File: src/rtl/to_fp9_conv_pipe.sv
// Converts packed FP4 (E2M1), FP8 (E4M3/E5M2) or FP16 input beats into
// packed 9-bit E5M3 lanes, with valid/ready handshakes on both sides.
// FP4 beats expand into two output beats.
// Pairs of FP16 beats merge into one output beat.
module to_fp9_conv_pipe #(
  parameter int unsigned BUS_W        = 32,
  parameter logic [4:0]  FP4_CODE     = 5'd1,
  parameter logic [4:0]  FP8_CODE     = 5'd2,
  parameter logic [4:0]  FP16_CODE    = 5'd4,
  parameter logic [2:0]  FP8E4M3_CODE = 3'd0,
  parameter logic [2:0]  FP8E5M2_CODE = 3'd1,
  localparam int unsigned LANES       = BUS_W / 8
) (
  input  logic                 clk,
  input  logic                 rst_n,
  input  logic [4:0]           type_ab,
  input  logic [2:0]           type_ab_sub,
  input  logic [BUS_W-1:0]     in,
  input  logic                 in_valid_i,
  output logic                 in_ready_o,
  output logic [LANES*9-1:0]   out,
  output logic                 out_valid_o,
  input  logic                 out_ready_i,
  output logic                 err_o
);

  localparam int unsigned OUT_W  = LANES * 9;
  localparam int unsigned HALF_W = (LANES / 2) * 9;

  typedef enum logic [1:0] {IDLE, FP4_HI, FP16_HALF} state_t;

  state_t             state, state_d;
  logic [OUT_W-1:0]   out_d, hi_buf, hi_d;
  logic [HALF_W-1:0]  half_buf, half_d;
  logic               valid_d, err_d;

  logic [OUT_W-1:0]   fp8_lanes, fp4_lo, fp4_hi;
  logic [HALF_W-1:0]  fp16_conv;

  logic accept, out_fire, is_fp4, is_fp8, is_fp16, sub_e4m3;

  // Field widening into {sign, exp[4:0], man[2:0]}
  function automatic logic [8:0] cvt_fp4(input logic [3:0] v);
    return {v[3], 3'b000, v[2:1], v[0], 2'b00};
  endfunction

  function automatic logic [8:0] cvt_e4m3(input logic [7:0] v);
    return {v[7], 1'b0, v[6:3], v[2:0]};
  endfunction

  function automatic logic [8:0] cvt_e5m2(input logic [7:0] v);
    return {v[7], v[6:2], v[1:0], 1'b0};
  endfunction

  // Takes sign, exponent and the top three mantissa bits; the rest is truncated
  function automatic logic [8:0] cvt_fp16(input logic [8:0] v);
    return v;
  endfunction

  assign sub_e4m3 = (type_ab_sub == FP8E4M3_CODE);
  assign is_fp4   = (type_ab == FP4_CODE);
  assign is_fp16  = (type_ab == FP16_CODE);
  assign is_fp8   = (type_ab == FP8_CODE) &&
                    (sub_e4m3 || (type_ab_sub == FP8E5M2_CODE));

  assign out_fire   = out_valid_o && out_ready_i;
  assign in_ready_o = (state != FP4_HI) && (!out_valid_o || out_ready_i);
  assign accept     = in_valid_i && in_ready_o;

  // Per-lane conversion of the current input beat for every supported format
  always_comb begin
    fp8_lanes = '0;
    fp4_lo    = '0;
    fp4_hi    = '0;
    fp16_conv = '0;
    for (int unsigned k = 0; k < LANES; k++) begin
      fp8_lanes[9*k +: 9] = sub_e4m3 ? cvt_e4m3(in[8*k +: 8]) : cvt_e5m2(in[8*k +: 8]);
      fp4_lo[9*k +: 9]    = cvt_fp4(in[4*k +: 4]);
      fp4_hi[9*k +: 9]    = cvt_fp4(in[4*(k+LANES) +: 4]);
    end
    for (int unsigned k = 0; k < LANES / 2; k++) begin
      fp16_conv[9*k +: 9] = cvt_fp16(in[16*k+7 +: 9]);
    end
  end

  // Next-state, output register and buffer updates
  always_comb begin
    state_d = state;
    out_d   = out;
    valid_d = out_valid_o;
    err_d   = 1'b0;
    hi_d    = hi_buf;
    half_d  = half_buf;
    if (out_fire) valid_d = 1'b0;
    if (state == FP4_HI) begin
      if (out_fire) begin
        out_d   = hi_buf;
        valid_d = 1'b1;
        hi_d    = '0;
        state_d = IDLE;
      end
    end else if (accept) begin
      if (is_fp16) begin
        if (state == FP16_HALF) begin
          out_d   = {fp16_conv, half_buf};
          valid_d = 1'b1;
          half_d  = '0;
          state_d = IDLE;
        end else begin
          half_d  = fp16_conv;
          state_d = FP16_HALF;
        end
      end else if (is_fp4 || is_fp8) begin
        // A non-FP16 beat orphans any buffered FP16 half, then runs as from IDLE
        if (state == FP16_HALF) begin
          err_d  = 1'b1;
          half_d = '0;
        end
        valid_d = 1'b1;
        if (is_fp4) begin
          out_d   = fp4_lo;
          hi_d    = fp4_hi;
          state_d = FP4_HI;
        end else begin
          out_d   = fp8_lanes;
          state_d = IDLE;
        end
      end else begin
        err_d = 1'b1;
      end
    end
  end

  // State, output and buffer registers with asynchronous clear
  always_ff @(posedge clk or negedge rst_n) begin
    if (!rst_n) begin
      state       <= IDLE;
      out         <= '0;
      out_valid_o <= 1'b0;
      err_o       <= 1'b0;
      hi_buf      <= '0;
      half_buf    <= '0;
    end else begin
      state       <= state_d;
      out         <= out_d;
      out_valid_o <= valid_d;
      err_o       <= err_d;
      hi_buf      <= hi_d;
      half_buf    <= half_d;
    end
  end

endmodule
File: config.mk
export PLATFORM = sky130hd
export DESIGN_NAME = to_fp9_conv_pipe
export DESIGN_NICKNAME = d
export VERILOG_FILES = /design/src/rtl/to_fp9_conv_pipe.sv
export SDC_FILE = /design/constraint.sdc
export NUM_CORES = 1
export LEC_CHECK = 0
export CORE_MARGIN = 2
export CORE_UTILIZATION = 46
export DETAILED_ROUTE_END_ITERATION = 10
export GPL_TIMING_DRIVEN = 0
export MAX_ROUTING_LAYER = met4
export PLACE_DENSITY = 0.86
export SLEW_MARGIN = 10
export SYNTH_ARGS = -nofsm -noshare
export SYNTH_HDL_FRONTEND = slang
export SYNTH_SLANG_ARGS = --single-unit
File: constraint.sdc
create_clock -name clk -period 1.9 [get_ports clk]
set_input_delay 0.19 -clock clk [delete_from_list [all_inputs] [get_ports clk]]
set_output_delay 0.19 -clock clk [all_outputs]
set_load 0.02 [all_outputs]
After elaboration in Yosys (flattened, before gate mapping):

Index checks and enable logic that the tools add are counted.
Widths: inputs -> output; s select.

* multipliers: 0
* shift operators: 0
* reduce and logical (&&, ||, !) cells: 19
* div/mod/pow operators: 0
* add/sub/neg operators: 0
* bitwise logic cells: 1
* $lt $le $gt $ge: 0
* eq/ne operators: 10
* mux-type cells: 40

Operator list (number)
* $mux 36: 13
* $mux 18: 4
* $mux 8: 4
* $mux 1: 13
* $mux 2: 6
* $reduce_bool 2->1: 5
* $reduce_and 4->1: 2
* $eq 5x1->1 const B: 1
* $eq 5x2->1 const B: 1
* $eq 5x3->1 const B: 1
* $reduce_and 5->1: 1
* $logic_and 1x1->1: 4
* $ne 2x1->1 const B: 2
* $eq 3x1->1 const B: 1
* $logic_not 3->1: 1
* $logic_or 1x1->1: 3
* $ne 3x1->1 const B: 1
* $reduce_and 3->1: 1
* $reduce_bool 3->1: 1
* $eq 2x1->1 const B: 1
* $eq 2x2->1 const B: 1
* $ne 2x2->1 const B: 1
* $logic_not 1->1: 1
* $not 1->1: 1

* word-level logic and storage cells: 76
* memories: 0
* ROM bits: 0
* bits in latches: 0
* bits in writable memories: 0
* bits of input ports: 44
* register bits after elaboration: 94
* output and inout bits: 39

Longest topological paths before layout:

Gate-level depths: netlist of the first run.

* word-level depth: 8
* depth in mapped cells: 9
* depth with buffers taken out: 5

Least setup slack after synthesis of the first run:

No wires, ideal clock.

* path kind: register to register
* start: reg state[1]
* end: reg out[28]
* path slack: -42 ps
* period minus slack after synthesis: 1942 ps
* buffers on the path: 2
* data arrival time: 1817 ps
* library setup time: 125 ps
* data required time: 1775 ps
* stages on the path, launching flop included: 8
* path through: dfrtp_1 nand2b_1 buf_6 a211o_1 a311o_1 buf_6 inv_1 mux2_2

* cells in the longest elaborated chain, start to end: 5
* elaborated cells on any way between the ends: 11
* classes of those cells: eq/ne: 5; mux: 1; reduce/logical: 5

RTL lines
* from (decl): line 32 `state_t state, state_d;`
* from (signal assigned): line 144 `state <= state_d;`
* $ne 2x1->1: line 67 `assign in_ready_o = (state != FP4_HI) && (!out_valid_o || out_ready_i);`
* $logic_and 1x1->1: line 67
* $logic_and 1x1->1: line 68 `assign accept = in_valid_i && in_ready_o;`
* $reduce_bool 2->1 (no line)
* $reduce_and 4->1 (no line)
* to (signal assigned): line 145 `out <= out_d;`
* to (decl): line 21 `output logic [LANES*9-1:0] out,`

Parallel ways exist; a longest one is shown, timed or not.
A chain may end at the register's enable or synchronous reset.

Final worst setup path of the first run:

* start: reg out_valid_o
* end: reg out[5]

* cells in the longest elaborated chain, start to end: 6
* elaborated cells on any way between the ends: 8
* classes of those cells: eq/ne: 1; reduce/logical: 7

RTL lines
* from (decl): line 22 `output logic out_valid_o,`
* from (signal assigned): line 146 `out_valid_o <= valid_d;`
* $logic_not 1->1: line 67
* $logic_or 1x1->1: line 67
* $logic_and 1x1->1: line 67
* $logic_and 1x1->1: line 68
* $reduce_bool 2->1 (no line)
* $reduce_and 4->1 (no line) *

Every way passes the cells marked *; elsewhere a longest branch is shown, timed or not.

==> results of run 1 <==
per-layer routing:
metal | routed length, um | vias to the layer above
met1 | 4997 | 1817
li1 | - | 1692
met3 | 1033 | 38
met4 | 387 | 0
met2 | 5689 | 201
met5 | 0 | -
cells by family (layout without fill, tap and decap cells):
group | count (synthesis) | after routing | synth area share
buffers and inverters | 38 | 149 | 0.05321
muxes | 2 | 2 | 0.005653
AOI/OAI and AO/OA | 169 | 169 | 0.3093
DFF | 74 | 74 | 0.4922
and+or+nand+nor | 120 | 120 | 0.1397
through the flow:
step                 TNS (ns)  instance area (um^2)
CTS                   -0.4302                  5111
global route          -0.5112                  5219
floorplan           -0.005932                  3762
finish               -0.02318                  5219
global placement      -166.98                  4711
detailed placement     -37.57                  4728
final timing paths:
check / from / endpoint / slack, ns / depth (start not counted)
min in group clk: out[1]$_DFFE_PN0P_ / out[1]$_DFFE_PN0P_ / 0.48 / 2
hold reg to reg: out[1]$_DFFE_PN0P_ / out[1]$_DFFE_PN0P_ / 0.48 / 2
setup reg to reg: out_valid_o$_DFF_PN0_ / out[5]$_DFFE_PN0P_ / -0.01 / 8
hold / removal: rst_n / state[1]$_DFFE_PN0P_ / 0.30 / 2
max in group asynchronous: rst_n / out[21]$_DFFE_PN0P_ / 1.04 / 3
setup / recovery: out_valid_o$_DFF_PN0_ / out[5]$_DFFE_PN0P_ / -0.01 / 8
Yosys cell counts (3+ instances only):
| master | count | share of area |
|---|---|---|
| a21o_1 | 4 | 0.0080 |
| a21oi_1 | 40 | 0.053 |
| a22o_1 | 38 | 0.088 |
| a22oi_1 | 12 | 0.024 |
| buf_2 | 10 | 0.013 |
| buf_6 | 6 | 0.018 |
| clkbuf_1 | 18 | 0.018 |
| dfrtp_1 | 74 | 0.49 |
| nand2_1 | 86 | 0.086 |
| nand3_1 | 10 | 0.013 |
| nor2_1 | 6 | 0.0060 |
| nor2b_1 | 5 | 0.0083 |
| o21ai_0 | 29 | 0.039 |
| o21ai_1 | 5 | 0.0067 |
| o22ai_1 | 13 | 0.022 |
| o2bb2a_1 | 3 | 0.0080 |
| o31ai_1 | 8 | 0.016 |
cell type report:
| class | count | area (um^2) |
|---|---|---|
| inverters | 2 | 10.01 |
| well taps | 102 | 127.6 |
| multi-input cells | 291 | 1812 |
| plain buffers | 33 | 209.0 |
| clock inverters | 6 | 88.84 |
| fillers | 651 | 2589 |
| repair buffers | 98 | 980.9 |
| flip-flops and latches | 74 | 1853 |
| clock buffers | 10 | 137.6 |
critical path, cell delays in order (launching register included):
cell and delay, ns:
dfrtp_1 0.41, nor2b_2 0.18, a211o_4 0.35, a311o_1 0.29, buf_6 0.16, buf_8 0.13
buf_8 0.13, nand2_1 0.06, o31ai_1 0.07
state kept, by name (all words and copies together) (netlist names):
register / flops
half_buf: 18
out: 36
state: 2
hi_buf: 16
err_o: 1
out_valid_o: 1
timing repair:
action | CTS | global route
buffers inserted | 9 | 4
resized for setup | 26 | 34
pin swaps | 2 | 4
hold endpoints to repair | 31 | 0
cloned | 0 | 1
endpoints found under the setup margin | 65 | 61
hold buffers | 1 | 0
cells in the final DEF, fill, tap and decap left out, types with 3 or more instances in the layout:
cell type and count:
o21ai_1 9, buf_4 15, nand2_1 85, nand3_1 10, nor2b_1 3, clkbuf_4 3
dfrtp_1 73, o22ai_1 13, buf_2 6, clkbuf_8 10, clkdlybuf4s50_1 79, o21ai_0 24
a21oi_1 36, clkbuf_1 6, clkbuf_2 12, a22o_1 38, a21o_1 3, a21oi_2 4
nor2_1 5, o2bb2a_1 3, a22oi_1 12, o31ai_1 8, buf_6 3
report_power, final:
part	internal [uW]	switching [uW]	leakage, uW
clock network	777	625	0.000109
registers	2230	391	0.000960
logic	1580	1660	0.00124
==> impl_metrics.py, run 1 <==
metrics = {
    "global_routing": {
        "grtUsageMet2": 0.4435,
        "grt-busiest-layer": "met2",
        "use_met1": 0.3821,
        "grt_antenna_before_repair": 0,
        "grt_overflow": 0,
        "grt_max_degree": 44,
        "grt_usage": 0.2883,
        "grt_pass1_wl_um": 18750,
        "use_met3": 0.05666,
        "grt_pass1_vias": 3559,
    },
    "detailed_routing": {
        "avgViaCountPerCell": 6.084,
        "drt-initial-drc-count": 302,
        "finalWirelength_um": 12110,
        "drt-pass1-iter-count": 5,
        "remaining_drc_errors": 0,
        "wl_per_cell_um": 19.65,
        "antenna_left": 0,
        "vias": 3748,
    },
    "place": {
        "gp_congestion": 0.9749,
        "port_buffers": 82,
        "dp_slack_ns": -0.7180,
        "dp_cells": 588,
        "place_hpwl_um": 8695,
    },
    "layout": {
        "syn2layout_area_growth_pct": 38.71,
        "final_cells": 616,
        "diodes": 0,
        "final_util": 0.6684,
        "final_nets": 553,
        "drive_gt1_frac": 0.1732,
    },
    "timing": {
        "hold_viol_final": 0,
        "fin_ws_ns": -0.009921,
        "rsz0062_at_grt": "yes",
        "relSlewSlack": 0.6648,
        "fmax_mhz": 523.6,
        "drv_slew": 0,
        "setup_viol": 4,
        "tightest_slew_ns": 0.5028,
        "finalCritPeriodShare": 1.005,
        "finClkSkew_ns": 0.01258,
        "hold_slack_ns": 0.3022,
        "min_period_ns": 1.910,
    },
    "die": {
        "rows": 32,
        "coreArea_um2": 7807,
        "die-area_um2": 8919,
        "start_util": 0.4819,
        "fp.dieH_um": 94.44,
        "dieWidth_um": 94.44,
        "num_io_pins": 83,
    },
    "clocking": {
        "numCtsBuffers": 9,
        "htreeDepth": 3,
        "clkTransAtPathRegs_ns": 0.08,
        "cts-root-buf": "clkbuf_8",
        "cts_tree": "yes",
        "clockBufferDepth": 2,
        "clock_sinks": 74,
        "clkLatencyLatePin_ns": 0.36,
    },
    "synthesis": {
        "syn_area_um2": 3762,
        "synth-edff-count": 0,
        "synth-seq-cells": 74,
        "synth_cell_types": 45,
        "syn_inst": 403,
        "syn_avg_cell_area_um2": 9.336,
        "synth-seq-area-share": 0.4922,
        "synth_flop_cell": "dfrtp_1",
        "async_flop_share": 1.000,
        "ys_warn_count": 0,
        "synth_fp_nets": 447,
    },
    "power": {
        "irDropWorstVdd_mv": 0.7045,
        "power_density_nw_per_um2": 1392,
        "static-leakage-power_uw": 0.002314,
        "total_power_uw": 7264,
    },
    "status": {
        "violations": "negative setup slack",
        "status": "complete, but fails checks",
    },
    "setup_path": {
        "path_class": "reg2reg",
        "cp_data_required_time_ns": 2.12,
        "cp-end-kind": "register",
        "startpoint_type": "register",
        "cp.arrival_ns": 2.13,
        "path_max_fanout": 10,
    },
    "flow_run": {
        "drv_cap": 0,
    },
    "min_path": {
        "hp-class": "in2async",
    },
}
Power figures use the tool's default switching activity.
==> run 2, diff against run 1 <==
--- a/config.mk
+++ b/config.mk
@@ -6,11 +6,11 @@
 export NUM_CORES = 1
 export LEC_CHECK = 0
 export CORE_MARGIN = 2
-export CORE_UTILIZATION = 46
+export CORE_UTILIZATION = 52
 export DETAILED_ROUTE_END_ITERATION = 10
 export GPL_TIMING_DRIVEN = 0
 export MAX_ROUTING_LAYER = met4
-export PLACE_DENSITY = 0.86
+export PLACE_DENSITY = 0.91
 export SLEW_MARGIN = 10
 export SYNTH_ARGS = -nofsm -noshare
 export SYNTH_HDL_FRONTEND = slang
==> constraint.sdc (replaced) <==
create_clock -name clk -period 2.44 [get_ports clk]
set_input_delay 0.244 -clock clk [delete_from_list [all_inputs] [get_ports clk]]
set_output_delay 0.244 -clock clk [all_outputs]
set_load 0.02 [all_outputs]
==> impl_metrics.py, run 2 (same netlist as run 1, synthesis figures left out) <==
metrics = {
    "status": {
        "status": "complete, no violations",
    },
    "die": {
        "start_util": 0.5272,
        "num_io_pins": 83,
        "dieWidth_um": 89.06,
        "coreArea_um2": 7137,
        "die-area_um2": 7932,
        "fp.dieH_um": 89.06,
        "rows": 31,
    },
    "timing": {
        "min_period_ns": 2.333,
        "fin_setup_tns_ns": 0,
        "finalCritPeriodShare": 0.9561,
        "drv_slew": 0,
        "hold_viol_final": 0,
        "fin_ws_ns": 0.1071,
        "relSlewSlack": 0.5231,
        "setup_viol": 0,
        "fmax_mhz": 428.7,
        "rsz0062_at_grt": "no",
        "tightest_slew_ns": 0.7100,
        "finClkSkew_ns": 0.009994,
    },
    "place": {
        "dp_slack_ns": -0.3373,
        "port_buffers": 82,
        "place_hpwl_um": 9004,
        "gp_congestion": 0.9905,
    },
    "flow_run": {
        "drv_cap": 0,
    },
    "clocking": {
        "clkTransAtPathRegs_ns": 0.08,
        "clkLatencyLatePin_ns": 0.36,
        "cts-root-buf": "clkbuf_8",
        "numCtsBuffers": 9,
        "cts_tree": "yes",
        "clock_sinks": 74,
        "htreeDepth": 3,
        "post_cts_buffers": 0,
        "clockBufferDepth": 2,
    },
    "global_routing": {
        "grt_pass1_wl_um": 19120,
        "grt_usage": 0.3381,
        "grt_antenna_before_repair": 0,
        "grt_max_degree": 40,
        "grt_overflow": 0,
        "grt_pass1_vias": 3638,
    },
    "power": {
        "total_power_uw": 5523,
        "power_density_nw_per_um2": 1108,
        "irDropWorstVdd_mv": 0.5311,
        "static-leakage-power_uw": 0.002183,
    },
    "detailed_routing": {
        "drt-pass1-iter-count": 5,
        "remaining_drc_errors": 0,
        "wl_per_cell_um": 20.81,
        "vias": 3810,
        "avgViaCountPerCell": 6.329,
        "antenna_left": 0,
        "drt-initial-drc-count": 394,
        "finalWirelength_um": 12530,
    },
    "setup_path": {
        "path_max_fanout": 10,
        "cp.arrival_ns": 2.62,
        "worstRegToRegCells": 7,
        "startpoint_type": "input pin",
        "cp-end-kind": "register",
        "path_class": "in2reg",
        "cp_data_required_time_ns": 2.73,
    },
    "layout": {
        "final_cell_mix": "nand2_1 (86), clkdlybuf4s50_1 (81), dfrtp_1 (74)",
        "reg_top3": "out x36, half_buf x18, hi_buf x16",
        "final_nets": 542,
        "final_common_cell": "nand2_1",
        "regMostFlops": "out",
        "final_util": 0.6985,
        "drive_gt1_frac": 0.08946,
        "diodes": 0,
        "largest_reg_flops": 36,
        "syn2layout_area_growth_pct": 32.49,
    },
    "min_path": {
        "hp-class": "in2async",
    },
}
==> run 2: cell count changes in the layout (fill, tap and decap cells not counted), sizes merged <==
| cell | previous run | this run |
|---|---|---|
| inv | 3 | 2 |
| clkdlybuf4s50 | 79 | 81 |
| buf | 28 | 20 |
| dlymetal6s2s | 1 | 0 |
| clkbuf | 32 | 30 |
| clkinvlp | 2 | 1 |
==> run 2: final cells by class <==
class                           instances  area [um^2]
Buffer                                 36        192.7
Clock buffer                           12        165.2
Clock inverter                          4        72.57
Fill cell                             599         2152
Inverter                                2        7.507
Multi-Input combinational cell        291         1723
Sequential cell                        74         1852
Tap cell                               99        123.9
Timing Repair Buffer                   84        848.3
==> run 2: repair_timing <==
item / CTS / global route
setup endpoints to repair: 0 / 36
hold buffers: 1 / 0
hold endpoints to repair: 35 / 0
gates resized for setup: 0 / 2
==> run 2: critical path, cell delays in order <==
cell	delay [ns]
clkdlybuf4s50_1	0.53
nor3_4	0.50
nand2_1	0.12
buf_2	0.23
nor3_2	0.41
buf_2	0.38
a22o_1	0.20
==> run 2: report_power, final <==
part	internal [uW]	switching, uW
logic	1090	1240
clock network	659	486
registers	1740	305
total	3490	2030
==> run 2: layer usage <==
metal	up-vias	GRT usage	routed length, um
li1	1670	-	-
met1	1854	0.4292	4970
met2	247	0.5353	5874
met3	39	0.07202	1271
met4	0	0.1289	412
met5	-	-	0
==> run 2: worst paths after layout <==
kind,startpoint,endpoint,slack [ns]
max,type_ab[1],hi_buf[13]$_DFFE_PN0P_,0.11
min,rst_n,out[12]$_DFFE_PN0P_,0.38
max reg2reg,state[1]$_DFFE_PN0P_,out[12]$_DFFE_PN0P_,0.20
min reg2reg,out[6]$_DFFE_PN0P_,out[6]$_DFFE_PN0P_,0.48
max in group asynchronous,rst_n,hi_buf[17]$_DFFE_PN0P_,1.48
min in group clk,out[6]$_DFFE_PN0P_,out[6]$_DFFE_PN0P_,0.48
==> run 2: through the flow <==
stage          instances  cell area (um^2)  hold WS [ns]
2_1_floorplan        403              3762      -0.05159
3_3_place_gp         584              4707        0.4631
3_5_place_dp         585              4725        0.2331
4_1_cts              602              4972        0.3985
5_1_grt              602              4985        0.4233
6_report             602              4985        0.3846
